--- src/rtl/psum_pkg.sv ---
// Shared types and default sizing for the psum collector.
// The state encoding is visible on the collector's debug port.
package psum_pkg;

  localparam int DEF_DATA_WIDTH  = 16;
  localparam int DEF_NUM_COL     = 10;
  localparam int DEF_BUFFER_SIZE = 512;
  localparam int DEF_FIFO_DEPTH  = 8;

  localparam int PSUM_W = 2 * DEF_DATA_WIDTH;
  localparam int ID_W   = $clog2(DEF_NUM_COL) + 1;
  localparam int AW     = $clog2(DEF_BUFFER_SIZE);

  typedef enum logic [1:0] {
    IDLE    = 2'd0,
    COLLECT = 2'd1,
    DRAIN   = 2'd2,
    DONE    = 2'd3
  } collector_state_e;

endpackage

--- src/rtl/psum_collector_fifo.sv ---
// Synchronous FIFO with a registered storage read: a word pushed at edge t
// becomes visible at dout only after that edge, never combinationally.
module sync_fifo #(
  parameter int WIDTH = 8,
  parameter int DEPTH = 8
) (
  input  logic             clk,
  input  logic             rst,
  input  logic             push,
  input  logic [WIDTH-1:0] din,
  input  logic             pop,
  output logic [WIDTH-1:0] dout,
  output logic             full,
  output logic             empty
);

  localparam int PW = $clog2(DEPTH);

  logic [WIDTH-1:0] mem [DEPTH];
  logic [PW-1:0]    wr_ptr;
  logic [PW-1:0]    rd_ptr;
  logic [PW:0]      count;
  logic             do_push;
  logic             do_pop;

  assign do_push = push & ~full;
  assign do_pop  = pop & ~empty;
  assign full    = (count == (PW+1)'(DEPTH));
  assign empty   = (count == '0);
  assign dout    = mem[rd_ptr];

  always_ff @(posedge clk) begin
    if (rst) begin
      wr_ptr <= '0;
      rd_ptr <= '0;
      count  <= '0;
      for (int i = 0; i < DEPTH; i++) mem[i] <= '0;
    end else begin
      if (do_push) begin
        mem[wr_ptr] <= din;
        wr_ptr      <= wr_ptr + 1'b1;
      end
      if (do_pop) rd_ptr <= rd_ptr + 1'b1;
      count <= count + {{PW{1'b0}}, do_push} - {{PW{1'b0}}, do_pop};
    end
  end

endmodule

--- src/rtl/psum_collector.sv ---
// Collects partial sums from the PE output lanes round-robin, buffers them and
// writes them as a linear {psum, lane id} stream into the GLB psum buffer.
module psum_collector
  import psum_pkg::*;
#(
  parameter int  DATA_WIDTH  = DEF_DATA_WIDTH,
  parameter int  NUM_COL     = DEF_NUM_COL,
  parameter int  BUFFER_SIZE = DEF_BUFFER_SIZE,
  parameter int  FIFO_DEPTH  = DEF_FIFO_DEPTH,
  localparam int PSUM_BITS   = 2 * DATA_WIDTH,
  localparam int ID_BITS     = $clog2(NUM_COL) + 1,
  localparam int ADDR_BITS   = $clog2(BUFFER_SIZE),
  localparam int CNT_BITS    = ADDR_BITS + 1,
  localparam int OUT_BITS    = PSUM_BITS + ID_BITS
) (
  input  logic                         clk,
  input  logic                         rstn,
  input  logic                         start,
  input  logic [CNT_BITS-1:0]          expected_cnt,
  input  logic [ADDR_BITS-1:0]         base_addr,
  input  logic [NUM_COL-1:0]           in_valid,
  input  logic [NUM_COL*PSUM_BITS-1:0] in_psum,
  output logic [NUM_COL-1:0]           in_ready,
  output logic                         out_valid,
  input  logic                         out_ready,
  output logic [ADDR_BITS-1:0]         out_addr,
  output logic [OUT_BITS-1:0]          out_data,
  output logic                         busy,
  output logic                         done,
  output logic                         full,
  output collector_state_e             state_dbg
);

  // Handshake: a transfer happens on a rising edge where valid and ready are
  // both high; valid never depends on ready, and data holds while valid & ~ready.

  collector_state_e state, state_next;

  logic [CNT_BITS-1:0]  exp_cnt;
  logic [CNT_BITS-1:0]  acc_cnt;
  logic [CNT_BITS-1:0]  wr_cnt;
  logic [ADDR_BITS-1:0] base_q;
  logic [ID_BITS-1:0]   rr_ptr;

  logic                 hi_found;
  logic                 lo_found;
  logic [ID_BITS-1:0]   hi_id;
  logic [ID_BITS-1:0]   lo_id;
  logic                 grant_found;
  logic [ID_BITS-1:0]   grant_id;
  logic [NUM_COL-1:0]   grant;
  logic [PSUM_BITS-1:0] grant_psum;

  logic                 can_accept;
  logic                 accept;
  logic                 pop;
  logic                 fifo_empty;
  logic                 fifo_full;
  logic [OUT_BITS-1:0]  fifo_dout;

  // Lanes at or above the pointer win over lanes below it; within each half
  // the descending scan leaves the lowest valid index as the winner.
  always_comb begin
    hi_found   = 1'b0;
    lo_found   = 1'b0;
    hi_id      = '0;
    lo_id      = '0;
    grant      = '0;
    grant_psum = '0;
    for (int k = NUM_COL - 1; k >= 0; k--) begin
      if (in_valid[k]) begin
        if (ID_BITS'(k) >= rr_ptr) begin
          hi_found = 1'b1;
          hi_id    = ID_BITS'(k);
        end else begin
          lo_found = 1'b1;
          lo_id    = ID_BITS'(k);
        end
      end
    end
    grant_found = hi_found | lo_found;
    grant_id    = hi_found ? hi_id : lo_id;
    for (int k = 0; k < NUM_COL; k++) begin
      grant[k] = grant_found && (grant_id == ID_BITS'(k));
      if (grant[k]) grant_psum = in_psum[k*PSUM_BITS +: PSUM_BITS];
    end
  end

  assign can_accept = (state == COLLECT) && !fifo_full && (acc_cnt < exp_cnt);
  assign accept     = grant_found && can_accept;
  assign in_ready   = grant & {NUM_COL{can_accept}};

  assign out_valid  = ~fifo_empty;
  assign pop        = out_valid & out_ready;
  assign out_addr   = base_q + wr_cnt[ADDR_BITS-1:0];
  assign out_data   = fifo_dout;
  assign full       = fifo_full;

  assign busy       = (state != IDLE);
  assign done       = (state == DONE);
  assign state_dbg  = state;

  sync_fifo #(
    .WIDTH (OUT_BITS),
    .DEPTH (FIFO_DEPTH)
  ) u_fifo (
    .clk   (clk),
    .rst   (rstn),
    .push  (accept),
    .din   ({grant_psum, grant_id}),
    .pop   (pop),
    .dout  (fifo_dout),
    .full  (fifo_full),
    .empty (fifo_empty)
  );

  always_comb begin
    state_next = state;
    case (state)
      IDLE:    if (start) state_next = (expected_cnt == '0) ? DONE : COLLECT;
      COLLECT: if (acc_cnt == exp_cnt) state_next = DRAIN;
      DRAIN:   if ((wr_cnt == exp_cnt) && fifo_empty) state_next = DONE;
      DONE:    state_next = IDLE;
      default: state_next = IDLE;
    endcase
  end

  always_ff @(posedge clk) begin
    if (rstn) begin
      state   <= IDLE;
      exp_cnt <= '0;
      acc_cnt <= '0;
      wr_cnt  <= '0;
      base_q  <= '0;
      rr_ptr  <= '0;
    end else begin
      state <= state_next;
      if ((state == IDLE) && start) begin
        exp_cnt <= expected_cnt;
        base_q  <= base_addr;
        acc_cnt <= '0;
        wr_cnt  <= '0;
      end else begin
        if (accept) begin
          acc_cnt <= acc_cnt + 1'b1;
          rr_ptr  <= (grant_id == ID_BITS'(NUM_COL - 1)) ? '0 : grant_id + 1'b1;
        end
        if (pop) wr_cnt <= wr_cnt + 1'b1;
      end
    end
  end

endmodule

--- config.mk ---
export PLATFORM = sky130hd
export DESIGN_NAME = psum_collector
export DESIGN_NICKNAME = d
export VERILOG_FILES = /design/src/rtl/psum_pkg.sv /design/src/rtl/psum_collector_fifo.sv /design/src/rtl/psum_collector.sv
export SDC_FILE = /design/constraint.sdc
export NUM_CORES = 1
export LEC_CHECK = 0
export BUFFER_PORTS_ARGS = -buffer_cell sky130_fd_sc_hd__buf_2
export CORE_AREA = 3 3 170 214
export CTS_BUF_LIST = sky130_fd_sc_hd__clkbuf_4
export DETAILED_ROUTE_END_ITERATION = 12
export DIE_AREA = 0 0 173 217
export GPL_TIMING_DRIVEN = 0
export PLACE_DENSITY = 0.8
export REMOVE_ABC_BUFFERS = 1
export SYNTH_ARGS = -nofsm -noshare
export SYNTH_HDL_FRONTEND = slang
export SYNTH_SLANG_ARGS = --single-unit
--- constraint.sdc ---
create_clock -name clk -period 6.9 [get_ports clk]
set_input_delay 0.345 -clock clk [delete_from_list [all_inputs] [get_ports clk]]
set_output_delay 0.345 -clock clk [all_outputs]
set_load 0.05 [all_outputs]
==> flow_summary_export.csv <==
group,metric,value,unit
global_routing,grt_max_degree,70,
critical_path,crit_arrival,6.51,ns
synth,synth_cell_types,74,
placement,dp_cells,2485,
sta,max_freq,164.4,MHz
sta,setup_violations,0,
critical_path,worst-r2r-cell-count,10,
sta,slew_violations,0,
placement,place_ws,1.151,ns
cts,postCtsSetupRepairBufs,0,
detailed_routing,vias_per_cell,5.989,
synth,synth.area.top_cells,"edfxtp_1, mux4_2, nor2_1",
synth,yosysWarnings,0,
sta,tightest_slew,1.473,ns
hold_path,whs_endpoint,"u_fifo.mem[6][11]$_SDFFCE_PN0P_",
synth,yosys.area.top_type,"edfxtp_1",
die,die_h,217,um
power_and_ir_drop,power_density,409.2,nW/um2
critical_path,crit_path_cell_trace,"a2111oi_1 -> o22ai_1 -> a2111oi_0 -> o21a_4 -> buf_16 -> a21oi_2 -> nand2_1 -> o221ai_1 -> o22ai_1 -> nor2_1",
finish,final_util,0.6685,
placement,io_buffers,413,
run_status,violations,"capacitance limit",
critical_path,r2r_end,"u_fifo.mem[7][36]$_SDFFCE_PN0P_",
power_and_ir_drop,switching_share,0.4630,
cts,cts_root_buf,"clkbuf_4",
detailed_routing,vias,15910,
detailed_routing,ant_nets,0,
power_and_ir_drop,clockPowerShare,0.174,
synth,yosysTopAreaCellShare,0.4587,
synth,synth_edf_count,288,
finish,stdcell_count,2656,
sta,fin_skew,0.06463,ns
sta,hold_viol,0,
critical_path,cpMostUsedCell,"o22ai_1",
cts,htreeDepth,3,
critical_path,cpPeakStageDelay,1.14,ns
sta,worst_slack,0.8178,ns
detailed_routing,drtIter0Drc,1302,
power_and_ir_drop,ir_worst_vdd,0.3973,mV
critical_path,r2r_start,"rr_ptr[1]$_SDFFE_PP0P_",
synth,ys_seq_area_frac,0.5213,
detailed_routing,drc,0,
sta,holdWs,0.06170,ns
die,ioPinCount,415,
die,core_area,34420,um2
cts,cts_made_buffers,81,
critical_path,cp-end-kind,"flip-flop",
placement,gp_congestion,0.8928,
detailed_routing,firstDrtPassIters,7,
critical_path,cp-start-kind,"flip-flop",
critical_path,cp_max_fo,63,
sta,slew_headroom,0.01533,
detailed_routing,drt-total-wl,56320,um
power_and_ir_drop,power,9.416,mW
synth,async_reset_ff_frac,0,
hold_path,min_from,"in_psum[230]",
power_and_ir_drop,pwr-share-comb,0.547,
synth,ys_top_cells_by_count,"nor2_1, edfxtp_1, nand2_1, a21oi_1, clkbuf_1",
finish,syn2layout_area_growth,22.04,%
placement,dp_hpwl,38630,um
synth,synth_seq_cells,347,
global_routing,grt_pass1_vias,16210,
finish,drive_gt1_frac,0.3344,
detailed_routing,wire_per_inst,21.20,um
global_routing,grt_pass1_wl,86170,um
global_routing,grt_usage,0.2928,
finish,fin_nets,2511,
run_status,outcome,"finished, violations left",
cts,clock_latency,0.73,ns
critical_path,reg2reg_slack,0.82,ns
die,fp.dieArea,37540,um2
power_and_ir_drop,p_leak,9.123,nW
power_and_ir_drop,seqPwrFrac,0.279,
cts,cts-hold-fix-buffers,23,
critical_path,crit_required,7.33,ns
synth,netlist_area,18860,um2
cts,clk_path_buf_depth,3,
synth,synth_ff_type,"edfxtp_1",
cts,clk_pin_slew_worst_paths,0.08,ns
die,initial_utilization,0.5478,
die,die_w,173,um
critical_path,worst-setup-path-type,"flip-flop to flip-flop",
power_and_ir_drop,internal-power,5.056,mW
die,row_count,76,
cts,clkSinkCount,347,
sta,fin_crit,6.082,ns
synth,yosysMostFrequentCell,"nor2_1",
sta,rsz0062_at_grt,"false",
critical_path,cpMaxStageDelayCell,"nand2_1",
sta,fin_crit_sh,0.8815,
synth,syn-mean-instance-area,11.10,um2
cts,cts_tree,"yes",
synth,netlist_instances,1699,
global_routing,grt_overflow,0,
cts,cts_resized,0,
job,drv_cap,1,
power_and_ir_drop,switchingPower,4.360,mW
global_routing,antenna_found_initial,2,
hold_path,hold_path.class,"input port to flip-flop",
hold_path,whs_path_depth,3,
## cell families after synthesis
family / Yosys count / synth area share
buffers and inverters: 163 / 0.03596
and+or+nand+nor: 608 / 0.1337
other: 1 / 0.0001989
AOI/OAI and AO/OA: 335 / 0.1257
adders and majority gates: 35 / 0.02402
DFF: 347 / 0.5213
xor gates and xnor gates: 39 / 0.01812
muxes: 171 / 0.1409
## layout by cell type (no fill, tap or decap), types with 8 or more instances in the layout
| cell | Yosys | layout |
|---|---|---|
| o221ai_1 | 21 | 21 |
| a21oi_1 | 79 | 78 |
| mux4_2 | 72 | 72 |
| xor2_1 | 26 | 26 |
| clkbuf_4 | 0 | 115 |
| mux2_2 | 36 | 36 |
| nor2_1 | 335 | 334 |
| buf_2 | 32 | 413 |
| o22ai_1 | 20 | 20 |
| o22ai_2 | 9 | 9 |
| buf_12 | 0 | 19 |
| inv_1 | 35 | 35 |
| a211oi_1 | 10 | 10 |
| nand2_1 | 182 | 178 |
| edfxtp_1 | 288 | 288 |
| nand2b_2 | 0 | 8 |
| dfxtp_1 | 59 | 56 |
| nand3_1 | 17 | 15 |
| clkinv_1 | 0 | 25 |
| nor3_1 | 9 | 9 |
| dlygate4sd3_1 | 0 | 23 |
| mux2i_1 | 63 | 63 |
| ha_1 | 33 | 33 |
| xnor2_1 | 13 | 13 |
| o2bb2ai_1 | 8 | 8 |
| o21ai_0 | 61 | 61 |
| o21ai_1 | 11 | 10 |
| a31oi_1 | 49 | 49 |
## power groups by stage
stage / combinational (mW) / sequential (mW) / clock, mW
2_1_floorplan: 3.58 / 2.68 / 0
3_3_place_gp: 4.89 / 2.75 / 0
3_5_place_dp: 5.10 / 2.67 / 0
4_1_cts: 5.13 / 2.63 / 1.66
5_1_grt: 5.51 / 2.65 / 1.78
6_report: 5.15 / 2.63 / 1.64
## cell type report
type	instances	area, um2
fillers	2571	11410
flip-flops and latches	347	9838
multi-input cells	1189	8449
repair buffers	469	2964
clock buffers	115	863.3
well taps	468	585.6
clock inverters	31	175.2
inverters	35	131.4
diodes	2	5.005
## registers in the layout, summed over array words and instances, names as in the netlist, 4 cells and up, named ones only
name and cells:
exp_cnt 10, wr_cnt 10, u_fifo.mem 288, base_q 9
acc_cnt 10, u_fifo.count 4, rr_ptr 5
## per-layer routing
metal  vias up  wire length [um]  track usage  share of wire
met5         -                 0            0              0
met4         0              1818       0.1225          0.032
met3       156              5636      0.06562           0.10
met2       976             28970       0.5242           0.51
met1      7583             19900       0.3402           0.35
li1       7192                 -            -              -
## through the flow
stage / TNS [ns] / area, um2
after floorplan: 0 / 18310
after global placement: -452.14 / 20960
after detailed placement: 0 / 21740
after CTS: 0 / 23010
after global routing: 0 / 23010
final: 0 / 23010
## critical path: cells and delay by family, from the launching register on
| kind | cells | cell delay, ns |
|---|---|---|
| AOI/OAI and AO/OA | 7 | 3.69 |
| buffers and inverters | 1 | 0.29 |
| DFF | 1 | 0.49 |
| and+or+nand+nor | 2 | 1.28 |
## worst max-delay path by stage
| stage | startpoint | to | slack [ns] | depth (start not counted) |
|---|---|---|---|---|
| 3_3_place_gp | rr_ptr[1]$_SDFFE_PP0P_ | u_fifo.mem[7][30]$_SDFFCE_PN0P_ | -2.08 | 9 |
| 3_5_place_dp | rr_ptr[1]$_SDFFE_PP0P_ | u_fifo.mem[7][36]$_SDFFCE_PN0P_ | 1.15 | 10 |
| 2_1_floorplan | rr_ptr[1]$_SDFFE_PP0P_ | in_ready[6] | 0.47 | 6 |
| 6_report | rr_ptr[1]$_SDFFE_PP0P_ | u_fifo.mem[7][36]$_SDFFCE_PN0P_ | 0.82 | 10 |
| 4_1_cts | rr_ptr[1]$_SDFFE_PP0P_ | u_fifo.mem[5][26]$_SDFFCE_PN0P_ | 1.03 | 10 |
| 5_1_grt | rr_ptr[1]$_SDFFE_PP0P_ | u_fifo.mem[5][26]$_SDFFCE_PN0P_ | 0.56 | 10 |
(Power assumes the default switching activity.)
